--- config.mk ---
export PLATFORM = sky130hd
export DESIGN_NAME = tile_sprite_renderer_flat
export DESIGN_NICKNAME = d
export VERILOG_FILES = /design/src/rtl/tile_sprite_renderer_if.sv /design/src/rtl/tile_sprite_renderer.sv /design/src/flat_wrapper.sv
export SDC_FILE = /design/constraint.sdc
export NUM_CORES = 1
export LEC_CHECK = 0
export BUFFER_PORTS_ARGS = -buffer_cell sky130_fd_sc_hd__clkbuf_2
export CORE_MARGIN = 2
export CORE_UTILIZATION = 58
export DETAILED_ROUTE_END_ITERATION = 8
export MAX_ROUTING_LAYER = met4
export PLACE_DENSITY = 0.82
export SYNTH_ARGS = -nofsm -noshare
export SYNTH_HDL_FRONTEND = slang
export SYNTH_SLANG_ARGS = --single-unit
--- constraint.sdc ---
create_clock -name clk -period 4.6 [get_ports clk]
set_input_delay 0.23 -clock clk [delete_from_list [all_inputs] [get_ports clk]]
set_output_delay 0.23 -clock clk [all_outputs]
set_load 0.01 [all_outputs]
--- src/rtl/tile_sprite_renderer_if.sv ---
// Pixel, memory and colour-output signals of tile_sprite_renderer.
// master = renderer view, slave = timing generator / memories / DAC view.
interface tile_sprite_renderer_if #(
  parameter int NUM_SPRITES = 4,
  parameter int MAP_ADDR_W  = 8,
  parameter int SPR_ADDR_W  = 14
);
  logic                      pix_valid;
  logic [9:0]                row;
  logic [9:0]                col;
  logic                      frame_start;
  logic [9:0]                scroll_x;
  logic [NUM_SPRITES-1:0]    sprite_en;
  logic [10*NUM_SPRITES-1:0] sprite_x;
  logic [10*NUM_SPRITES-1:0] sprite_y;
  logic [MAP_ADDR_W-1:0]     map_addr;
  logic [7:0]                map_data;
  logic [SPR_ADDR_W-1:0]     spr_addr;
  logic [12:0]               spr_data;
  logic [3:0]                red;
  logic [3:0]                green;
  logic [3:0]                blue;
  logic                      out_valid;

  modport master (
    input  pix_valid, row, col, frame_start, scroll_x, sprite_en, sprite_x, sprite_y,
    input  map_data, spr_data,
    output map_addr, spr_addr, red, green, blue, out_valid
  );

  modport slave (
    output pix_valid, row, col, frame_start, scroll_x, sprite_en, sprite_x, sprite_y,
    output map_data, spr_data,
    input  map_addr, spr_addr, red, green, blue, out_valid
  );
endinterface

--- src/rtl/tile_sprite_renderer.sv ---
// Tile-map + sprite pixel colour pipeline, 3-cycle latency, 1 pixel/clock.
// Define TILE_RENDERER_SCROLL_EN to enable the frame-latched horizontal scroll.
module tile_sprite_renderer #(
  parameter int SCREEN_WIDTH  = 640,
  parameter int SCREEN_HEIGHT = 480,
  parameter int TILE_W        = 40,
  parameter int MAP_ROWS      = 12,
  parameter int MAP_COLS      = 17,
  parameter int NUM_SPRITES   = 4,
  parameter int SPRITE_W      = 42
) (
  input logic                   clk,
  input logic                   reset_n,
  tile_sprite_renderer_if.master bus
);
  localparam int MAP_ADDR_W = $clog2(MAP_ROWS * MAP_COLS);
  localparam int UV_W       = $clog2(SPRITE_W);
  localparam int SLOT_W     = (NUM_SPRITES > 1) ? $clog2(NUM_SPRITES) : 1;

  localparam logic [10:0] WORLD_W = 11'(MAP_COLS * TILE_W);
  localparam logic [10:0] MAP_H   = 11'(MAP_ROWS * TILE_W);
  localparam logic [10:0] TW      = 11'(TILE_W);
  localparam logic [10:0] MC      = 11'(MAP_COLS);
  localparam logic [10:0] TOK_LO  = 11'(TILE_W / 4);
  localparam logic [10:0] TOK_HI  = 11'(3 * TILE_W / 4);
  localparam logic [10:0] SW      = 11'(SPRITE_W);
  localparam bit unused_screen_dims = (SCREEN_WIDTH > 0) && (SCREEN_HEIGHT > 0);

  logic [NUM_SPRITES-1:0]    sprite_en_q;
  logic [10*NUM_SPRITES-1:0] sprite_x_q;
  logic [10*NUM_SPRITES-1:0] sprite_y_q;

  logic [10:0] row_w, wx, tile_col, tile_row, lx, ly, dx, dy;
  logic        oob_c, inner_c, hit_c;
  logic [MAP_ADDR_W-1:0] map_addr_c;
  logic [SLOT_W-1:0]     slot_c;
  logic [UV_W-1:0]       u_c, v_c;

  logic        v1, oob1, inner1, hit1;
  logic        v2, oob2, inner2, hit2;
  logic        v3, opq3;
  logic [11:0] pal_c, pal3, spr3;

`ifdef TILE_RENDERER_SCROLL_EN
  logic [9:0]  scroll_q;
  logic [10:0] wx_sum;

  always_ff @(posedge clk) begin
    if (!reset_n)             scroll_q <= '0;
    else if (bus.frame_start) scroll_q <= bus.scroll_x;
  end

  // scroll_q < world width keeps the sum below 2*WORLD_W, so one subtract wraps it.
  always_comb begin
    wx_sum = {1'b0, bus.col} + {1'b0, scroll_q};
    wx     = (wx_sum >= WORLD_W) ? wx_sum - WORLD_W : wx_sum;
  end
`else
  logic unused_scroll;
  assign unused_scroll = ^bus.scroll_x;
  assign wx = {1'b0, bus.col};
`endif

  always_ff @(posedge clk) begin
    if (!reset_n) begin
      sprite_en_q <= '0;
      sprite_x_q  <= '0;
      sprite_y_q  <= '0;
    end else if (bus.frame_start) begin
      sprite_en_q <= bus.sprite_en;
      sprite_x_q  <= bus.sprite_x;
      sprite_y_q  <= bus.sprite_y;
    end
  end

  always_comb begin
    row_w      = {1'b0, bus.row};
    tile_col   = wx / TW;
    lx         = wx % TW;
    tile_row   = row_w / TW;
    ly         = row_w % TW;
    oob_c      = row_w >= MAP_H;
    inner_c    = (lx >= TOK_LO) && (lx < TOK_HI) && (ly >= TOK_LO) && (ly < TOK_HI);
    map_addr_c = oob_c ? '0 : MAP_ADDR_W'(tile_row * MC + tile_col);
  end

  // Borrow bit of the 11-bit difference rejects pixels left of / above the sprite.
  always_comb begin
    hit_c  = 1'b0;
    slot_c = '0;
    u_c    = '0;
    v_c    = '0;
    dx     = '0;
    dy     = '0;
    for (int unsigned i = 0; i < NUM_SPRITES; i++) begin
      dx = {1'b0, bus.col} - {1'b0, sprite_x_q[10*i +: 10]};
      dy = {1'b0, bus.row} - {1'b0, sprite_y_q[10*i +: 10]};
      if (!hit_c && sprite_en_q[i] && !dx[10] && (dx < SW) && !dy[10] && (dy < SW)) begin
        hit_c  = 1'b1;
        slot_c = SLOT_W'(i);
        u_c    = dx[UV_W-1:0];
        v_c    = dy[UV_W-1:0];
      end
    end
  end

  always_comb begin
    pal_c = '0;
    if (!oob2) begin
      case (bus.map_data)
        8'd1:    pal_c = 12'h09F;
        8'd2:    pal_c = 12'h843;
        8'd3:    pal_c = 12'h0F2;
        8'd4:    pal_c = inner2 ? 12'hFC0 : 12'h09F;
        default: pal_c = '0;
      endcase
    end
  end

  always_ff @(posedge clk) begin
    if (!reset_n) begin
      v1 <= 1'b0; oob1 <= 1'b0; inner1 <= 1'b0; hit1 <= 1'b0;
      v2 <= 1'b0; oob2 <= 1'b0; inner2 <= 1'b0; hit2 <= 1'b0;
      v3 <= 1'b0; opq3 <= 1'b0; pal3 <= '0; spr3 <= '0;
      bus.map_addr  <= '0;
      bus.spr_addr  <= '0;
      bus.out_valid <= 1'b0;
      bus.red       <= '0;
      bus.green     <= '0;
      bus.blue      <= '0;
    end else begin
      v1           <= bus.pix_valid;
      oob1         <= oob_c;
      inner1       <= inner_c;
      hit1         <= hit_c;
      bus.map_addr <= map_addr_c;
      bus.spr_addr <= {slot_c, v_c, u_c};
      v2           <= v1;
      oob2         <= oob1;
      inner2       <= inner1;
      hit2         <= hit1;
      v3           <= v2;
      pal3         <= pal_c;
      spr3         <= bus.spr_data[11:0];
      opq3         <= hit2 & bus.spr_data[12];
      bus.out_valid <= v3;
      {bus.red, bus.green, bus.blue} <= v3 ? (opq3 ? spr3 : pal3) : 12'h000;
    end
  end
endmodule

--- src/flat_wrapper.sv ---
// flat-port wrapper written by rule: the top's interface ports become plain ports
module tile_sprite_renderer_flat 
#(
  parameter int SCREEN_WIDTH  = 640,
  parameter int SCREEN_HEIGHT = 480,
  parameter int TILE_W        = 40,
  parameter int MAP_ROWS      = 12,
  parameter int MAP_COLS      = 17,
  parameter int NUM_SPRITES   = 4,
  parameter int SPRITE_W      = 42
)
  (clk, reset_n, bus_pix_valid, bus_row, bus_col, bus_frame_start, bus_scroll_x, bus_sprite_en, bus_sprite_x, bus_sprite_y, bus_map_data, bus_spr_data, bus_map_addr, bus_spr_addr, bus_red, bus_green, bus_blue, bus_out_valid);
  tile_sprite_renderer_if #(.NUM_SPRITES(NUM_SPRITES), .MAP_ADDR_W((8)), .SPR_ADDR_W((14))) bus_i ();
  input logic clk;
  input logic reset_n;
  input wire logic [$bits(bus_i.pix_valid)-1:0] bus_pix_valid;
  input wire logic [$bits(bus_i.row)-1:0] bus_row;
  input wire logic [$bits(bus_i.col)-1:0] bus_col;
  input wire logic [$bits(bus_i.frame_start)-1:0] bus_frame_start;
  input wire logic [$bits(bus_i.scroll_x)-1:0] bus_scroll_x;
  input wire logic [$bits(bus_i.sprite_en)-1:0] bus_sprite_en;
  input wire logic [$bits(bus_i.sprite_x)-1:0] bus_sprite_x;
  input wire logic [$bits(bus_i.sprite_y)-1:0] bus_sprite_y;
  input wire logic [$bits(bus_i.map_data)-1:0] bus_map_data;
  input wire logic [$bits(bus_i.spr_data)-1:0] bus_spr_data;
  output wire logic [$bits(bus_i.map_addr)-1:0] bus_map_addr;
  output wire logic [$bits(bus_i.spr_addr)-1:0] bus_spr_addr;
  output wire logic [$bits(bus_i.red)-1:0] bus_red;
  output wire logic [$bits(bus_i.green)-1:0] bus_green;
  output wire logic [$bits(bus_i.blue)-1:0] bus_blue;
  output wire logic [$bits(bus_i.out_valid)-1:0] bus_out_valid;
  assign bus_i.pix_valid = bus_pix_valid;
  assign bus_i.row = bus_row;
  assign bus_i.col = bus_col;
  assign bus_i.frame_start = bus_frame_start;
  assign bus_i.scroll_x = bus_scroll_x;
  assign bus_i.sprite_en = bus_sprite_en;
  assign bus_i.sprite_x = bus_sprite_x;
  assign bus_i.sprite_y = bus_sprite_y;
  assign bus_i.map_data = bus_map_data;
  assign bus_i.spr_data = bus_spr_data;
  assign bus_map_addr = bus_i.map_addr;
  assign bus_spr_addr = bus_i.spr_addr;
  assign bus_red = bus_i.red;
  assign bus_green = bus_i.green;
  assign bus_blue = bus_i.blue;
  assign bus_out_valid = bus_i.out_valid;
  tile_sprite_renderer #(.SCREEN_WIDTH(SCREEN_WIDTH), .SCREEN_HEIGHT(SCREEN_HEIGHT), .TILE_W(TILE_W), .MAP_ROWS(MAP_ROWS), .MAP_COLS(MAP_COLS), .NUM_SPRITES(NUM_SPRITES), .SPRITE_W(SPRITE_W)) u_core (.clk(clk), .reset_n(reset_n), .bus(bus_i));
endmodule
[After elaboration in Yosys (flattened, before gate mapping)]
Cells that the tools add are included.
Storage, ports and cells
  flip-flop bits (word level): 153
  input bits: 139
  word-level logic and storage cells: 108
Operators by class
  add/sub/neg operators: 9
  multiply operators: 1
  div/mod/pow operators: 4
  magnitude comparators: 13
  eq/ne operators: 4
  muxes and demuxes: 18
  bitwise operators: 2
  reduce and logical (&&, ||, !) cells: 36
Operators by type and width (count)
  < comparator 11 x 6 -> 1 bit, second input constant: 8
  subtractor 10 x 10 -> 11 bit: 8
  two-way mux 6 bit: 8
  one-hot mux 12 bit (4 select lines): 1
  two-way mux 12 bit: 2
  divider 10 x 6 -> 11 bit, second input constant: 2
  >= comparator 11 x 4 -> 1 bit, second input constant: 2
  logical AND 1 bit: 22
  < comparator 11 x 5 -> 1 bit, second input constant: 2
  remainder unit 10 x 6 -> 11 bit, second input constant: 2
  == test 8 x 2 -> 1 bit, second input constant: 2
  logical NOT 1 bit: 11
  multiplier 11 x 5 -> 8 bit, second input constant: 1
  >= comparator 10 x 9 -> 1 bit, second input constant: 1
  adder 8 bit: 1
  == test 8 x 1 -> 1 bit, second input constant: 1
  == test 8 x 3 -> 1 bit, second input constant: 1
  two-way mux 1 bit: 5
  two-way mux 2 bit: 2
  OR reduction 2 bit: 2
  AND reduction 2 bit: 1
  bitwise AND 1 bit: 1
  NOT 1 bit: 1

[Logic depth before layout (Yosys ltp)]
  word-level depth: 28
  mapped depth: 19
  depth with buffers taken out: 18

[Worst setup path after synthesis]
No wires, ideal clock.
  path type: input to register
  start: in bus_row[5]
  end: reg u_core.bus.map_addr[7]
  library setup time: 0.066 ns
  arrival: 3.418 ns
  path slack: 1.117 ns
  cell stages on the path: 14
  path through: clkbuf_1 -> or4b_2 -> o211ai_1 -> xor2_1 -> nor2_1 -> a221o_1 -> ha_1 -> ha_1 -> ha_1 -> a21oi_1 -> o21bai_1 -> a21oi_1 -> xnor2_1 -> nor2b_1
On the way
  longest elaborated chain between the ends: 3
  elaborated cells between the ends (all ways): 5
  those cells by class: 1 x add/sub; 1 x mul; 1 x div; 1 x order compare; 1 x reduce/logical
RTL lines
  start, declared: line flat_wrapper.sv:17  | input wire logic [$bits(bus_i.row)-1:0] bus_row;
  divider 10 x 6 -> 11 bit: line tile_sprite_renderer.sv:80  | tile_row = row_w / TW;
  multiplier 11 x 5 -> 8 bit: line tile_sprite_renderer.sv:84  | map_addr_c = oob_c ? '0 : MAP_ADDR_W'(tile_row * MC + tile_col);
  adder 8 bit: line tile_sprite_renderer.sv:84
  end signal, assigned: line tile_sprite_renderer.sv:136  | bus.map_addr <= map_addr_c;
  end, declared: line tile_sprite_renderer_if.sv:28  | output map_addr, spr_addr, red, green, blue, out_valid
Parallel ways exist; a longest one is shown, timed or not.
A chain may end at the register's enable or synchronous reset.

[Final worst setup path]
  start: reg u_core.sprite_y_q[30]
  end: reg u_core.bus.spr_addr[10]
On the way
  longest elaborated chain between the ends: 5
  elaborated cells between the ends (all ways): 6
  those cells by class: 1 x add/sub; 1 x order compare; 1 x mux; 3 x reduce/logical
RTL lines
  start, declared: line tile_sprite_renderer.sv:31  | logic [10*NUM_SPRITES-1:0] sprite_y_q;
  start signal, assigned: line tile_sprite_renderer.sv:72  | sprite_y_q <= bus.sprite_y;
  subtractor 10 x 10 -> 11 bit (*): line tile_sprite_renderer.sv:97  | dy = {1'b0, bus.row} - {1'b0, sprite_y_q[10*i +: 10]};
  parallel branches: the longest is 3 deep, another holds < comparator 11 x 6 -> 1 bit
  two-way mux 6 bit (*): line tile_sprite_renderer.sv:98  | if (!hit_c && sprite_en_q[i] && !dx[10] && (dx < SW) && !dy[10] && (dy < SW)) begin
  end signal, assigned: line tile_sprite_renderer.sv:137  | bus.spr_addr <= {slot_c, v_c, u_c};
  end, declared: line tile_sprite_renderer_if.sv:28
Mark *: on every way between the ends.

==> impl_metrics.ini <==
[finish]
most-common-layout-cells = 162 x clkbuf_2, 156 x nor2_1, 150 x dfxtp_1
drive_gt1_share_pct = 17.67
final_common_cell = clkbuf_2
syn_to_final_growth_pct = 16.30
design_area_um2 = 11800
finalNetCount = 1595
register_area_um2 = 3003
multiInputGateArea_um2 = 6531
n_fill_cell = 1406

[timing]
fin_setup_tns_ps = 0
fin_crit_sh_pct = 89.35
setup_viol = 0
final_hold_viol_count = 0
drv_slew = 0
tightest_slew_ps = 1191
rsz0062_at_grt = no
whs_ps = 21.52
layout_setup_ws_ps = 489.9
period_needed_ps = 4110
relSlewSlack_pct = 19.51
fmax_mhz = 243.3
fin_worst_skew_ps = 10.64

[outcome]
violations = design-rule violations
outcome = complete, but fails checks

[power]
pwr-share-seq_pct = 36.8
p_leak_nw = 5.383
p_int_mw = 2.525
p_total_mw = 3.798
power.share.clock_pct = 36.2
switching_share_pct = 33.53
combPwrFrac_pct = 27.1
powerDensity_nw_per_um2 = 322.0
vdd_drop_max_mv = 0.3332
p_sw_mw = 1.274

[yosys]
synth_ff_type = dfxtp_1
synth_warnings = 0
yosysSeqAreaShare_pct = 29.61
synth-edff-count = 0
syn_nets = 1440
avgSynthCellArea_um2 = 8.480
async_reset_ff_share_pct = 0
syn-cell-area_um2 = 10140
ys_seq_elements = 150
synth_cell_type_count = 81
synth_cells = 1196

[clock_network]
cts_tree = yes
clockBufferDepth = 2
numCtsBuffers = 17
cts_resized = 0
cts.sinks = 150
clock_latency_ps = 440
clkSlewWorstSetupHoldPaths_ps = 70
post-cts-setup-buffers = 0
root_buffer = clkbuf_16
cts_max_level = 4

[die]
fp.dieW_um = 136.2
floorplan.initialDensity_pct = 59.05
dieArea_um2 = 18560
core.rowCount = 48
die_y_um = 136.2
coreArea_um2 = 17180
ios = 174

[global_routing]
antenna_found_initial = 1
grt_pass1_wl_mm = 42.70
overflow = 0
grt_max_degree = 71
grt_pass1_vias = 9024
grt.total_usage_pct = 30.22

[critical_path]
critPathArrivalTime_ps = 4490
cp.required_ps = 4980
start_kind = flop
worstPathMaxFanout = 6
endpoint_kind = flop
critPathKind = flop to flop

[drt]
drtIter0Drc = 652
wirelength_mm = 26.83
wl_per_cell_um = 16.87
ant_nets = 0
firstDrtPassIters = 9
via_count = 9318
vias_per_cell = 5.860
drc = 1

[placed_design]
portBuffers = 163
place_congestion = 0.9769
place_area_um2 = 11140
pre_cts_ws_ps = 452.1
place_hpwl_mm = 19.96

[flow_run]
maxCapViolCount = 0

[hold_path]
hp-class = input pin to flop
[stage by stage]
stage               instances  utilization, %
floorplan                1196               -
global placement         1549           64.84
detailed placement       1549           64.84
CTS                      1589           68.66
global route             1590           68.67
finish                   1590           68.67
[what timing repair did]
action                                  4_1_cts  5_1_grt
hold endpoints to repair                      8        0
hold buffers                                  8        0
endpoints found under the setup margin        0        0
[final timing paths]
check | startpoint | endpoint | slack, ps | cells after the start
hold / removal | bus_spr_data[9] | u_core.spr3[9]$_SDFF_PN0_ | 20 | 2
hold reg to reg | u_core.hit1$_SDFF_PN0_ | u_core.hit2$_SDFF_PN0_ | 440 | 1
setup / recovery | u_core.sprite_y_q[30]$_SDFFE_PN0P_ | u_core.bus.spr_addr[10]$_SDFF_PN0_ | 490 | 12
setup reg to reg | u_core.sprite_y_q[30]$_SDFFE_PN0P_ | u_core.bus.spr_addr[10]$_SDFF_PN0_ | 490 | 12
[cells by family (layout without fill, tap and decap cells)]
kind of cell | count (synthesis) | after routing | share of synthesized area, %
adders and majority gates | 106 | 106 | 13.79
buffers and inverters | 160 | 328 | 5.996
AOI/OAI and AO/OA | 257 | 257 | 17.64
muxes | 103 | 103 | 10.21
other | 0 | 1 | 0
and+or+nand+nor | 369 | 369 | 18.34
xor gates and xnor gates | 51 | 51 | 4.404
DFF | 150 | 150 | 29.61
[area by class of cell]
type	count	area share, %
clock inverter	15	1.273
inverter	116	3.692
antenna	1	0.02122
timing repair buffer	180	8.189
clock buffer	17	3.607
multi-input combinational	886	55.37
tap	225	2.387
sequential	150	25.46
[synthesized netlist by cell type, drive strengths merged (5+ instances only)]
| cell | n | area (um2) |
|---|---|---|
| nand2 | 45 | 168.9 |
| mux2i | 99 | 991.0 |
| nand3b | 6 | 45.04 |
| a31oi | 10 | 62.56 |
| and2 | 26 | 162.7 |
| o221ai | 6 | 52.55 |
| a311oi | 6 | 52.55 |
| and3 | 9 | 56.30 |
| fa | 10 | 200.2 |
| o21a | 10 | 75.07 |
| nand2b | 27 | 168.9 |
| or2 | 16 | 102.6 |
| o22ai | 11 | 68.82 |
| nor2b | 19 | 118.9 |
| o21ai | 42 | 210.2 |
| o21bai | 7 | 52.55 |
| ha | 95 | 1189 |
| buf | 9 | 41.29 |
| nand4 | 5 | 31.28 |
| a211oi | 12 | 90.09 |
| xor2 | 26 | 227.7 |
| a211o | 5 | 46.30 |
| nor2 | 156 | 585.6 |
| nand3 | 12 | 60.06 |
| clkbuf | 35 | 131.4 |
| inv | 115 | 431.7 |
| nor4 | 9 | 71.32 |
| o211ai | 5 | 37.54 |
| a21o | 15 | 112.6 |
| o32ai | 7 | 91.34 |
| a32o | 6 | 60.06 |
| nor3 | 18 | 106.4 |
| a21oi | 66 | 334.1 |
| dfxtp | 150 | 3003 |
| a221oi | 9 | 78.83 |
| xnor2 | 25 | 219.0 |
| o31ai | 5 | 37.54 |
| or3 | 5 | 31.28 |
[worst max-delay path, stage by stage (launching register included)]
cell       delay, ps
dfxtp_1          340
ha_1             160
inv_1             60
fa_1             410
a211oi_1         270
nor2_1           130
o2111ai_1        260
a31oi_1          140
a41o_1           220
a2111o_1         290
a2111oi_2        450
nor4bb_1        1070
a32o_1           240
[registers in the layout, indices dropped and copies added (netlist names), 8 cells and up]
signal / cells
u_core.spr3: 12
u_core.bus.spr_addr: 14
u_core.pal3: 9
u_core.bus.map_addr: 8
u_core.sprite_y_q: 40
u_core.sprite_x_q: 40
[power by group through the flow]
stage	clock, mW	sequential [mW]	combinational (mW)
after floorplan	0	1.42	0.721
after global placement	0	1.42	0.962
after detailed placement	0	1.42	0.993
after CTS	1.39	1.40	1.01
after global routing	1.45	1.40	1.14
final	1.37	1.40	1.03
[per-layer routing]
| metal | routed length (um) | part of all wire (%) | track usage (%) | up-vias |
|---|---|---|---|---|
| li1 | - | - | - | 4531 |
| met1 | 10750 | 40 | 34.63 | 4333 |
| met2 | 12960 | 48 | 50.87 | 380 |
| met3 | 2137 | 8.0 | 6.749 | 74 |
| met4 | 977 | 3.6 | 12.79 | 0 |
| met5 | 0 | 0 | - | - |
Power figures use the tool's default switching activity.
